--- src/rtl/voice_mixer_pkg.sv ---
`default_nettype none
// ============================================================================
// Package  : voice_mixer_pkg
// Purpose  : Shared constants for the voice mixer and its FIFO.
//            N_OSCILLATORS / FIXED_POINT mirror the oscillator build, so the
//            mixer's default parameters track the oscillator configuration.
// Revision : 1.0 - initial release
// ============================================================================
package voice_mixer_pkg;

  // Oscillator build constants (must match the oscillator instance).
  localparam int N_OSCILLATORS = 8;
  localparam int FIXED_POINT   = 8;

  // master_gain == 2**MIXER_GAIN_UNITY_SHIFT is unity gain.
  localparam int MIXER_GAIN_UNITY_SHIFT = 7;
  // DC blocker pole: y_prev leaks by y_prev >>> MIXER_DC_POLE_SHIFT per frame.
  localparam int MIXER_DC_POLE_SHIFT    = 8;

  // Accumulator width that holds the sum of n_voices samples without overflow.
  function automatic int mixer_acc_width(input int in_width, input int n_voices);
    return in_width + $clog2(n_voices) + 1;
  endfunction

endpackage : voice_mixer_pkg
`default_nettype wire

--- src/rtl/voice_mixer_if.sv ---
`default_nettype none
// ============================================================================
// Interface : voice_mixer_if
// Purpose   : Valid/ready sample stream from the mixer to the audio output
//             stage (I2S / DAC serializer).
// Signals   : out_sample  signed OUT_WIDTH sample (head of the mixer FIFO)
//             out_valid   sample available
//             out_ready   consumer accepts the sample this cycle
// Modports  : master - mixer side, slave - consumer side
// Revision  : 1.0 - initial release
// ============================================================================
interface voice_mixer_if #(
  parameter int OUT_WIDTH = 24
);

  logic signed [OUT_WIDTH-1:0] out_sample;
  logic                        out_valid;
  logic                        out_ready;

  modport master (
    output out_sample,
    output out_valid,
    input  out_ready
  );

  modport slave (
    input  out_sample,
    input  out_valid,
    output out_ready
  );

endinterface : voice_mixer_if
`default_nettype wire

--- src/rtl/sample_fifo.sv ---
`default_nettype none
// ============================================================================
// Module   : sample_fifo
// Purpose  : Show-ahead synchronous FIFO for audio samples. The head entry is
//            visible on o_head whenever the FIFO is not empty (zero when
//            empty). A push while full is accepted only if a pop happens in
//            the same cycle; otherwise the push is ignored by the FIFO.
// Ports    : clk, rst      clock, synchronous active-high reset
//            i_push/i_data write request and data
//            i_pop         read request (ignored when empty)
//            o_head        head entry
//            o_full/o_empty/o_count  occupancy status
// Params   : WIDTH entry width, DEPTH entries (power of two, >= 2)
// Revision : 1.0 - initial release
// ============================================================================
module sample_fifo #(
  parameter int WIDTH = 24,
  parameter int DEPTH = 4
) (
  input  wire logic                          clk,
  input  wire logic                          rst,
  input  wire logic                          i_push,
  input  wire logic [WIDTH-1:0]              i_data,
  input  wire logic                          i_pop,
  output logic      [WIDTH-1:0]              o_head,
  output logic                               o_full,
  output logic                               o_empty,
  output logic      [$clog2(DEPTH+1)-1:0]    o_count
);

  localparam int c_ptr_w = $clog2(DEPTH);
  localparam int c_cnt_w = $clog2(DEPTH + 1);
  localparam logic [c_cnt_w-1:0] c_depth = c_cnt_w'(DEPTH);

  logic [WIDTH-1:0]   r_mem [DEPTH];
  logic [c_ptr_w-1:0] r_wr_ptr;
  logic [c_ptr_w-1:0] r_rd_ptr;
  logic [c_cnt_w-1:0] r_count;

  logic w_full;
  logic w_empty;
  logic w_do_pop;
  logic w_do_push;

  assign w_full    = (r_count == c_depth);
  assign w_empty   = (r_count == '0);
  assign w_do_pop  = i_pop && !w_empty;
  // When full, a same-cycle pop frees the slot being written (wr == rd).
  assign w_do_push = i_push && (!w_full || w_do_pop);

  always_ff @(posedge clk) begin
    if (rst) begin
      r_wr_ptr <= '0;
      r_rd_ptr <= '0;
      r_count  <= '0;
    end else begin
      if (w_do_push) begin
        r_wr_ptr <= r_wr_ptr + 1'b1;
      end
      if (w_do_pop) begin
        r_rd_ptr <= r_rd_ptr + 1'b1;
      end
      case ({w_do_push, w_do_pop})
        2'b10:   r_count <= r_count + 1'b1;
        2'b01:   r_count <= r_count - 1'b1;
        default: r_count <= r_count;
      endcase
    end
  end

  // Storage is not reset; the empty mask on o_head hides stale contents.
  always_ff @(posedge clk) begin
    if (w_do_push) begin
      r_mem[r_wr_ptr] <= i_data;
    end
  end

  assign o_head  = w_empty ? '0 : r_mem[r_rd_ptr];
  assign o_full  = w_full;
  assign o_empty = w_empty;
  assign o_count = r_count;

endmodule : sample_fifo
`default_nettype wire

--- src/rtl/voice_mixer.sv ---
`default_nettype none
// ============================================================================
// Module   : voice_mixer
// Purpose  : Sums the per-voice oscillator samples of one index sweep into a
//            frame, scales it by master_gain, saturates it to OUT_WIDTH and
//            queues it in a small FIFO for the audio output stage.
//            Pipeline: close (T) -> scaled (T+1) -> saturated/push (T+2)
//            -> out_valid (T+3, FIFO previously empty).
// Ports    : clk, rst        clock, synchronous active-high reset
//            enable          freezes accumulation and frame close when low
//            index           voice index shared with the oscillator
//            sample          oscillator output for the current index
//            master_gain     unsigned gain, 128 = unity
//            clear_flags     clears overrun / overrun_count
//            stream          voice_mixer_if master (out_sample/valid/ready)
//            clip            pulse: frame being pushed was saturated
//            overrun         sticky: a frame was dropped on a full FIFO
//            overrun_count   dropped frames, saturating at 0xFFFF
// Config   : VOICE_MIXER_DC_BLOCK_EN - adds a one-pole DC blocker after the
//            saturation stage (same latency).
// Revision : 1.0 - initial release
// ============================================================================
module voice_mixer
  import voice_mixer_pkg::*;
#(
  parameter int N_VOICES   = N_OSCILLATORS,
  parameter int IN_WIDTH   = 24 + FIXED_POINT,
  parameter int OUT_WIDTH  = 24,
  parameter int FIFO_DEPTH = 4
) (
  input  wire logic                              clk,
  input  wire logic                              rst,
  input  wire logic                              enable,
  input  wire logic [$clog2(N_VOICES+1)-1:0]     index,
  input  wire logic signed [IN_WIDTH-1:0]        sample,
  input  wire logic [7:0]                        master_gain,
  input  wire logic                              clear_flags,
  voice_mixer_if.master                          stream,
  output logic                                   clip,
  output logic                                   overrun,
  output logic [15:0]                            overrun_count
);

  localparam int c_idx_w       = $clog2(N_VOICES + 1);
  localparam int c_acc_w       = mixer_acc_width(IN_WIDTH, N_VOICES);
  localparam int c_prod_w      = c_acc_w + 9;
  localparam int c_scale_shift = MIXER_GAIN_UNITY_SHIFT + FIXED_POINT;
  localparam int c_cnt_w       = $clog2(FIFO_DEPTH + 1);

  localparam logic [c_idx_w-1:0] c_last_idx = c_idx_w'(N_VOICES);

  localparam logic signed [c_prod_w-1:0] c_sat_max =
    {{(c_prod_w-OUT_WIDTH+1){1'b0}}, {(OUT_WIDTH-1){1'b1}}};
  localparam logic signed [c_prod_w-1:0] c_sat_min =
    {{(c_prod_w-OUT_WIDTH+1){1'b1}}, {(OUT_WIDTH-1){1'b0}}};

  // --------------------------------------------------------------------------
  // Accumulate and frame close
  // --------------------------------------------------------------------------
  logic signed [c_acc_w-1:0] r_acc;
  logic                      r_idx_last;
  logic signed [c_acc_w-1:0] w_sample_ext;
  logic                      w_is_last;
  logic                      w_in_sweep;
  logic                      w_close;

  assign w_sample_ext = c_acc_w'(sample);
  assign w_is_last    = (index == c_last_idx);
  assign w_in_sweep   = (index < c_last_idx);
  // Only the first cycle of index == N_VOICES closes a frame; index values
  // above N_VOICES neither accumulate nor close.
  assign w_close      = enable && w_is_last && !r_idx_last;

  always_ff @(posedge clk) begin
    if (rst) begin
      r_acc      <= '0;
      r_idx_last <= 1'b0;
    end else begin
      r_idx_last <= w_is_last;
      if (enable) begin
        if (w_close) begin
          r_acc <= '0;
        end else if (w_in_sweep) begin
          r_acc <= r_acc + w_sample_ext;
        end
      end
    end
  end

  // --------------------------------------------------------------------------
  // Stage 1: gain scaling (gain captured together with the frame)
  // --------------------------------------------------------------------------
  logic signed [8:0]          w_gain_s;
  logic signed [c_prod_w-1:0] w_prod;
  logic signed [c_prod_w-1:0] r_s1_scaled;
  logic                       r_s1_valid;

  assign w_gain_s = {1'b0, master_gain};
  assign w_prod   = c_prod_w'(r_acc) * c_prod_w'(w_gain_s);

  always_ff @(posedge clk) begin
    if (rst) begin
      r_s1_valid  <= 1'b0;
      r_s1_scaled <= '0;
    end else begin
      r_s1_valid <= w_close;
      if (w_close) begin
        r_s1_scaled <= w_prod >>> c_scale_shift;
      end
    end
  end

  // --------------------------------------------------------------------------
  // Stage 2: saturation (and optional DC blocker)
  // --------------------------------------------------------------------------
  logic                        w_sat_hi;
  logic                        w_sat_lo;
  logic signed [OUT_WIDTH-1:0] w_sat_x;
  logic                        w_sat_clip;
  logic signed [OUT_WIDTH-1:0] w_s2_data;
  logic                        w_s2_clip;

  assign w_sat_hi   = (r_s1_scaled > c_sat_max);
  assign w_sat_lo   = (r_s1_scaled < c_sat_min);
  assign w_sat_clip = w_sat_hi || w_sat_lo;
  assign w_sat_x    = w_sat_hi ? c_sat_max[OUT_WIDTH-1:0] :
                      w_sat_lo ? c_sat_min[OUT_WIDTH-1:0] :
                                 r_s1_scaled[OUT_WIDTH-1:0];

`ifdef VOICE_MIXER_DC_BLOCK_EN
  // y = x - x_prev + y_prev - (y_prev >>> pole); the two guard bits keep the
  // intermediate sum exact for full-scale steps before re-saturation.
  localparam int c_dc_w = OUT_WIDTH + 2;
  localparam logic signed [c_dc_w-1:0] c_dc_max =
    {{(c_dc_w-OUT_WIDTH+1){1'b0}}, {(OUT_WIDTH-1){1'b1}}};
  localparam logic signed [c_dc_w-1:0] c_dc_min =
    {{(c_dc_w-OUT_WIDTH+1){1'b1}}, {(OUT_WIDTH-1){1'b0}}};

  logic signed [OUT_WIDTH-1:0] r_x_prev;
  logic signed [c_dc_w-1:0]    r_y_prev;
  logic signed [c_dc_w-1:0]    w_y_full;
  logic                        w_y_hi;
  logic                        w_y_lo;

  assign w_y_full  = c_dc_w'(w_sat_x) - c_dc_w'(r_x_prev) + r_y_prev
                     - (r_y_prev >>> MIXER_DC_POLE_SHIFT);
  assign w_y_hi    = (w_y_full > c_dc_max);
  assign w_y_lo    = (w_y_full < c_dc_min);
  assign w_s2_data = w_y_hi ? c_dc_max[OUT_WIDTH-1:0] :
                     w_y_lo ? c_dc_min[OUT_WIDTH-1:0] :
                              w_y_full[OUT_WIDTH-1:0];
  assign w_s2_clip = w_sat_clip || w_y_hi || w_y_lo;

  // Filter state advances on every pushed frame, even one the FIFO drops.
  always_ff @(posedge clk) begin
    if (rst) begin
      r_x_prev <= '0;
      r_y_prev <= '0;
    end else if (r_s1_valid) begin
      r_x_prev <= w_sat_x;
      r_y_prev <= c_dc_w'(w_s2_data);
    end
  end
`else
  assign w_s2_data = w_sat_x;
  assign w_s2_clip = w_sat_clip;
`endif

  logic                        r_s2_valid;
  logic signed [OUT_WIDTH-1:0] r_s2_data;
  logic                        r_s2_clip;

  always_ff @(posedge clk) begin
    if (rst) begin
      r_s2_valid <= 1'b0;
      r_s2_data  <= '0;
      r_s2_clip  <= 1'b0;
    end else begin
      r_s2_valid <= r_s1_valid;
      r_s2_clip  <= r_s1_valid && w_s2_clip;
      if (r_s1_valid) begin
        r_s2_data <= w_s2_data;
      end
    end
  end

  assign clip = r_s2_clip;

  // --------------------------------------------------------------------------
  // Output FIFO and overrun tracking
  // --------------------------------------------------------------------------
  logic [OUT_WIDTH-1:0] w_fifo_head;
  logic                 w_fifo_full;
  logic                 w_fifo_empty;
  logic [c_cnt_w-1:0]   w_fifo_count;
  logic                 w_pop;
  logic                 w_drop;

  sample_fifo #(
    .WIDTH (OUT_WIDTH),
    .DEPTH (FIFO_DEPTH)
  ) u_sample_fifo (
    .clk     (clk),
    .rst     (rst),
    .i_push  (r_s2_valid),
    .i_data  (r_s2_data),
    .i_pop   (w_pop),
    .o_head  (w_fifo_head),
    .o_full  (w_fifo_full),
    .o_empty (w_fifo_empty),
    .o_count (w_fifo_count)
  );

  assign w_pop  = stream.out_ready && !w_fifo_empty;
  assign w_drop = r_s2_valid && w_fifo_full && !w_pop;

  assign stream.out_valid  = (w_fifo_count != '0);
  assign stream.out_sample = w_fifo_head;

  logic        r_overrun;
  logic [15:0] r_overrun_count;

  // clear_flags wins over a drop in the same cycle.
  always_ff @(posedge clk) begin
    if (rst) begin
      r_overrun       <= 1'b0;
      r_overrun_count <= '0;
    end else if (clear_flags) begin
      r_overrun       <= 1'b0;
      r_overrun_count <= '0;
    end else if (w_drop) begin
      r_overrun <= 1'b1;
      if (r_overrun_count != 16'hFFFF) begin
        r_overrun_count <= r_overrun_count + 16'd1;
      end
    end
  end

  assign overrun       = r_overrun;
  assign overrun_count = r_overrun_count;

endmodule : voice_mixer
`default_nettype wire

--- src/flat_wrapper.sv ---
// flat-port wrapper written by rule: the top's interface ports become plain ports
module voice_mixer_flat import voice_mixer_pkg::*;
#(
  parameter int N_VOICES   = N_OSCILLATORS,
  parameter int IN_WIDTH   = 24 + FIXED_POINT,
  parameter int OUT_WIDTH  = 24,
  parameter int FIFO_DEPTH = 4
)
  (clk, rst, enable, index, sample, master_gain, clear_flags, clip, overrun, overrun_count, stream_out_sample, stream_out_valid, stream_out_ready);
  voice_mixer_if #(.OUT_WIDTH(OUT_WIDTH)) stream_i ();
  input  wire logic clk;
  input  wire logic rst;
  input  wire logic enable;
  input  wire logic [$clog2(N_VOICES+1)-1:0] index;
  input  wire logic signed [IN_WIDTH-1:0] sample;
  input  wire logic [7:0] master_gain;
  input  wire logic clear_flags;
  output logic clip;
  output logic overrun;
  output logic [15:0] overrun_count;
  output wire logic [$bits(stream_i.out_sample)-1:0] stream_out_sample;
  output wire logic [$bits(stream_i.out_valid)-1:0] stream_out_valid;
  input wire logic [$bits(stream_i.out_ready)-1:0] stream_out_ready;
  assign stream_out_sample = stream_i.out_sample;
  assign stream_out_valid = stream_i.out_valid;
  assign stream_i.out_ready = stream_out_ready;
  voice_mixer #(.N_VOICES(N_VOICES), .IN_WIDTH(IN_WIDTH), .OUT_WIDTH(OUT_WIDTH), .FIFO_DEPTH(FIFO_DEPTH)) u_core (.clk(clk), .rst(rst), .enable(enable), .index(index), .sample(sample), .master_gain(master_gain), .clear_flags(clear_flags), .stream(stream_i), .clip(clip), .overrun(overrun), .overrun_count(overrun_count));
endmodule
--- config.mk ---
export PLATFORM = sky130hd
export DESIGN_NAME = voice_mixer_flat
export DESIGN_NICKNAME = d
export VERILOG_FILES = /design/src/rtl/voice_mixer_pkg.sv /design/src/rtl/voice_mixer_if.sv /design/src/rtl/sample_fifo.sv /design/src/rtl/voice_mixer.sv /design/src/flat_wrapper.sv
export SDC_FILE = /design/constraint.sdc
export NUM_CORES = 1
export LEC_CHECK = 0
export BUFFER_PORTS_ARGS = -buffer_cell sky130_fd_sc_hd__buf_2
export CAP_MARGIN = 25
export CORE_MARGIN = 2
export CORE_UTILIZATION = 60
export DETAILED_ROUTE_END_ITERATION = 10
export PLACE_DENSITY = 0.78
export SETUP_SLACK_MARGIN = 0.5
export SLEW_MARGIN = 20
export SYNTH_ARGS = -nofsm -noshare
export SYNTH_HDL_FRONTEND = slang
export SYNTH_SLANG_ARGS = --single-unit
--- constraint.sdc ---
create_clock -name clk -period 9.5 [get_ports clk]
set_input_delay 0.95 -clock clk [delete_from_list [all_inputs] [get_ports clk]]
set_output_delay 0.95 -clock clk [all_outputs]
set_load 0.05 [all_outputs]
* Word level (Yosys, flattened, before mapping)
Memories as Yosys holds them, arrays and structs flattened. A register that Yosys moved wholly into a read port is not among the register bits.
Cells that the tools add are included.
** Word-level totals
- Bits in registers :: 118
- Latch bits :: 0
- Memory bits (writable) :: 96
- ROM bits :: 0
- Logic and storage cells :: 59
- Memories kept :: 1
** Memory list
- u_core.u_sample_fifo.r_mem :: depth 4, width 24, rd ports 1, clocked after Yosys merged registers in 1, write ports 1, line sample_fifo.sv:35 : logic [WIDTH-1:0] r_mem [DEPTH];
** Operators by class
- $add $sub $neg :: 6
- Multipliers :: 1
- Div/mod/pow operators :: 0
- Magnitude comparators :: 3
- Eq/ne operators :: 5
- Shift operators :: 0
- Muxes and demuxes :: 10
- Bitwise logic cells :: 0
- Reduce and logical (&&, ||, !) cells :: 21
** Operators with widths (count)
- $mux W24 :: 3
- $mux W36 :: 2
- $mul A36 B9 Y45 :: 1
- $add A36 B32 Y36 :: 1
- $gt A30 B24 Y1 const B :: 1
- $lt A30 B24 Y1 const B :: 1
- $add A16 B1 Y16 const B :: 1
- $ne A16 B16 Y1 const B :: 1
- $logic_and A1 B1 Y1 :: 8
- $pmux W3 S2 :: 1
- $add A2 B1 Y2 const B :: 2
- $eq A4 B4 Y1 const B :: 1
- $logic_not A1 Y1 :: 4
- $lt A4 B4 Y1 const B :: 1
- $mux W2 :: 2
- $reduce_and A2 Y1 :: 2
- $reduce_bool A2 Y1 :: 2
- $add A3 B1 Y3 const B :: 1
- $eq A3 B3 Y1 const B :: 1
- $logic_not A3 Y1 :: 1
- $reduce_bool A3 Y1 :: 1
- $sub A3 B1 Y3 const B :: 1
- $eq A2 B1 Y1 const B :: 1
- $eq A2 B2 Y1 const B :: 1
- other kinds (3) :: 5

* Longest topological paths before layout
- Depth in word-level cells :: 8
- Depth in mapped cells :: 21
- Depth with buffers taken out :: 19

* Hierarchy
A second synthesis with hierarchy kept.
** Unflattened totals
- Cells, all modules :: 2115
- Area, all modules :: 20120.5 µm²
** Modules (own cells, without submodules)
- voice_mixer :: instances 1, cells each 1895, area each 15797.7 µm², seq. area each 2222.1 µm²
- sample_fifo :: instances 1, cells each 220, area each 4322.9 µm², seq. area each 3062.9 µm²

* Worst setup path after synthesis
OpenSTA, ideal clock, no wires.
- Path type :: in2reg
- Start :: input port master_gain[2]
- End :: register u_core.r_s1_scaled[25]
- Arrival time :: 5639 ps
- Data required time :: 9367 ps
- Setup slack :: 3728 ps
- Stages on the path :: 20
- Cells stage by stage :: clkbuf_1 clkbuf_1 nand2_1 fa_1 inv_1 fa_1 fa_1 inv_1 fa_1 inv_1 ha_1 a221oi_1 o21ai_0 o31ai_1 a31oi_1 a31oi_1 o21ai_1 a21oi_1 xor2_1 a21oi_1
** Between the ends
- Longest elaborated chain between the ends :: 1
** RTL lines
- start, declared :: line flat_wrapper.sv:16 : input wire logic [7:0] master_gain;
- $mul A36 B9 Y45 :: line voice_mixer.sv:99 : assign w_prod = c_prod_w'(r_acc) * c_prod_w'(w_gain_s);
- end signal, assigned :: line voice_mixer.sv:108 : r_s1_scaled <= w_prod >>> c_scale_shift;
- end, declared :: line voice_mixer.sv:95 : logic signed [c_prod_w-1:0] r_s1_scaled;
No other way between the ends.
A chain may end at the register's enable or synchronous reset.

* Final worst setup path
- Start :: input port master_gain[2]
- End :: register u_core.r_s1_scaled[27]
Same word-level chain as after synthesis.

==> reports/qor.yml <==
status:
  status: "complete, no violations"
floorplan:
  core_area_um2: 32300
  ios: 92
  initial_utilization: 0.604
  die_h_um: 184
  fp.dieArea_um2: 34000
  fp.dieW_um: 184
  rows: 66
critical_path:
  r2r_start: "u_core.r_acc[17]$_SDFFE_PP0P_"
  critPathRequiredTime_ns: 9.90
  slowest_stage: "fa_1"
  cp_common_cell: "fa_1"
  critPathMaxFanout: 36
  ff2ff_path_depth: 18
  reg2reg_to: "u_core.r_s1_scaled[27]$_SDFFE_PP0P_"
  cp-start-kind: "primary input"
  cp.arrival_ns: 6.30
  crit_chain: "buf_2 -> nand2_1 -> fa_1 -> inv_1 -> fa_1 -> fa_1 -> inv_1 -> fa_1 -> inv_1 -> ha_1 -> a221oi_1 -> o21ai_0 -> o31ai_1 -> a31oi_1 -> a31oi_1 -> o21ai_1 -> a21oi_1 -> xor2_1 -> a21oi_1"
  cp-end-kind: "flip-flop"
  critPathKind: "in2reg"
  r2r_slack_ns: 4.02
  slowest_delay_ns: 0.56
timing:
  clock-skew-final_ns: 0.0152
  slew_violations: 0
  slew_headroom: 0.439
  fmax_ghz: 0.170
  worst_slew_pin_slew_ns: 0.841
  final-setup-viol-count: 0
  rsz0062_at_grt: "false"
  worst_hold_slack_ns: 0.450
  finalSetupTns_ns: 0
  finalWorstSetupSlack_ns: 3.60
  timing.final.crit_share: 0.621
  hold_viol: 0
  post-route-min-period_ns: 5.90
grt:
  antenna_found_initial: 1
  grt_pass1_wl_mm: 69.6
  grt-ovfl-total: 0
  grt_max_degree: 71
  grt_pass1_vias: 14081
  grt_usage: 0.252
synthesis:
  syn_inst: 2034
  synth_area_um2: 19500
  synth_top_area_frac: 0.229
  synth_area_leaders: "fa_1 23%, edfxtp_1 15%, dfxtp_1 12%"
  ys_seq_elements: 216
  yosys_warnings: 0
  avgSynthCellArea_um2: 9.59
  ys.flop_type: "dfxtp_1"
  synth_edf_count: 96
  ys_types: 69
  ys_async_sr_fraction: 0
  syn_nets: 2433
  ys_seq_area_frac: 0.271
  yosys.area.top_type: "fa_1"
clocking:
  cts_tree: "yes"
  cts_setup_buffers: 0
  holdBufCountCts: 0
  numCtsBuffers: 23
  htreeDepth: 1
  clk_pin_slew_worst_paths_ns: 0.06
  clock_latency_ns: 0.53
  cts_resized: 0
  clockBufferDepth: 3
  cts_sinks: 216
  cts-root-buf: "clkbuf_16"
detailed_routing:
  drc: 0
  finalWirelength_mm: 41.0
  drt_first_pass_iters: 6
  vias_per_cell: 5.53
  wire_per_inst_um: 16.2
  num_vias: 13984
  detail-route-antenna-nets: 0
  drt_iter0_drc: 770
cells_and_area:
  fin_util: 0.655
  fillers: 2586
  diodes: 0
  area_growth_pct: 8.53
  final_cell_mix: "316 x inv_1, 223 x fa_1, 202 x nand2_1"
  nets: 2469
  stdcell_area_um2: 21200
  layout_commonest_cell: "inv_1"
  drive_gt1_frac: 0.0896
  fin_cells: 2529
place:
  place_congestion: 0.886
  port_buffers: 91
  postPlaceCellArea_um2: 20300
  post-place-cells: 2487
  pre_cts_ws_ns: 3.12
  post-dp-hpwl_mm: 31.1
hold_path:
  hold_start: "u_core.r_s1_scaled[5]$_SDFFE_PP0P_"
  hold_path_end: "u_core.r_s1_scaled[5]$_SDFFE_PP0P_"
  hp-class: "reg2reg"
  whs_path_depth: 2
pwr:
  vdd_drop_max_uv: 124
  p_sw_mw: 0.918
  total_power_mw: 2.88
  p_clk_frac: 0.356
  swShare: 0.319
  internal_power_mw: 1.96
  power.density_nw_per_um2: 136
  power.share.sequential: 0.354
  p_comb_frac: 0.290
  p_leak_nw: 9.98
run:
  maxCapViolCount: 0
[power groups by stage]
| stage | clock network (mW) | registers, mW | logic (mW) |
|---|---|---|---|
| 6_report | 1.02 | 1.02 | 0.833 |
| 5_1_grt | 1.08 | 1.02 | 0.957 |
| 4_1_cts | 1.04 | 1.02 | 0.835 |
| 3_5_place_dp | 0 | 1.04 | 0.828 |
| 3_3_place_gp | 0 | 1.04 | 0.807 |
| 2_1_floorplan | 0 | 1.01 | 0.669 |
[metal layers]
| layer | part of all wire | vias up | routed length [um] | GRT usage |
|---|---|---|---|---|
| met5 | 0.00034 | - | 14 | 0 |
| met3 | 0.060 | 57 | 2460 | 0.0397 |
| li1 | - | 6740 | - | - |
| met2 | 0.46 | 401 | 19000 | 0.415 |
| met4 | 0.019 | 2 | 768 | 0.0490 |
| met1 | 0.46 | 6784 | 18800 | 0.356 |
[cells in the mapped netlist (2+ instances only)]
cell and instances:
clkbuf_1 78, ha_1 127, a221oi_1 3, nor2b_1 10, and4_1 4, inv_1 316, mux4_2 24, a211oi_1 7
o31ai_1 3, a21boi_0 2, dfxtp_1 120, nand2_1 202, nand2b_1 31, o211ai_1 25, o21ai_0 42, nand3_1 28
o21ai_1 7, nor2_1 51, and3_1 13, buf_1 11, nand3b_1 3, a21oi_1 158, o21bai_1 9, o211a_1 2
and2_1 188, or2_2 2, a31o_2 3, xor2_1 36, o21a_1 7, clkbuf_2 3, buf_2 3, nor4_1 3
a31oi_1 14, a21o_1 45, a22o_1 16, or3_1 9, mux2i_1 5, edfxtp_1 96, fa_1 223, nand4_1 20
xnor2_1 44, nor3_1 12, a41oi_1 3
[area by class of cell]
type	count	area, um^2	share of cell area
well taps	442	553	0.0261
multi-input cells	1407	12700	0.599
clock inverters	13	215	0.0102
repair buffers	106	568	0.0268
clock buffers	29	672	0.0317
flip-flops and latches	216	5290	0.250
inverters	316	1190	0.0560
[registers in the layout, summed over array words and instances, names as in the netlist, named ones only]
signal / count
u_core.r_s1_valid: 1
u_core.r_idx_last: 1
u_core.clip: 1
u_core.u_sample_fifo.r_wr_ptr: 2
u_core.u_sample_fifo.r_mem: 96
u_core.r_s1_scaled: 30
u_core.r_acc: 36
u_core.overrun: 1
u_core.overrun_count: 16
u_core.u_sample_fifo.r_rd_ptr: 2
u_core.r_s2_valid: 1
u_core.u_sample_fifo.o_count: 3
u_core.r_s2_data: 24
[cells by family (layout without fill, tap and decap cells)]
family / count (synthesis) / count (layout) / synth area share
AND/OR/NAND/NOR: 582 / 582 / 0.154
adder cells (fa/ha/maj): 350 / 350 / 0.310
buffers and inverters: 411 / 464 / 0.0795
multiplexers: 30 / 30 / 0.0309
AO/OA/AOI/OAI: 365 / 365 / 0.119
XOR/XNOR: 80 / 80 / 0.0359
flip-flops: 216 / 216 / 0.271
[worst max-delay path: cells and delay by family]
kind,cells,cell delay (ns)
AND/OR/NAND/NOR,1,0.18
buffers and inverters,4,0.68
AO/OA/AOI/OAI,8,1.88
XOR/XNOR,1,0.18
adder cells (fa/ha/maj),5,2.40
[worst max path at each step]
stage	from	to	slack, ns	cells past startpoint
global route	master_gain[2]	u_core.r_s1_scaled[25]$_SDFFE_PP0P_	3.23	19
detailed placement	master_gain[2]	u_core.r_s1_scaled[27]$_SDFFE_PP0P_	3.12	19
global placement	master_gain[2]	u_core.r_s1_scaled[29]$_SDFFE_PP0P_	3.27	19
floorplan	master_gain[2]	u_core.r_s1_scaled[25]$_SDFFE_PP0P_	3.73	20
CTS	master_gain[2]	u_core.r_s1_scaled[27]$_SDFFE_PP0P_	3.66	19
finish	master_gain[2]	u_core.r_s1_scaled[27]$_SDFFE_PP0P_	3.60	19
(Power assumes the default switching activity.)
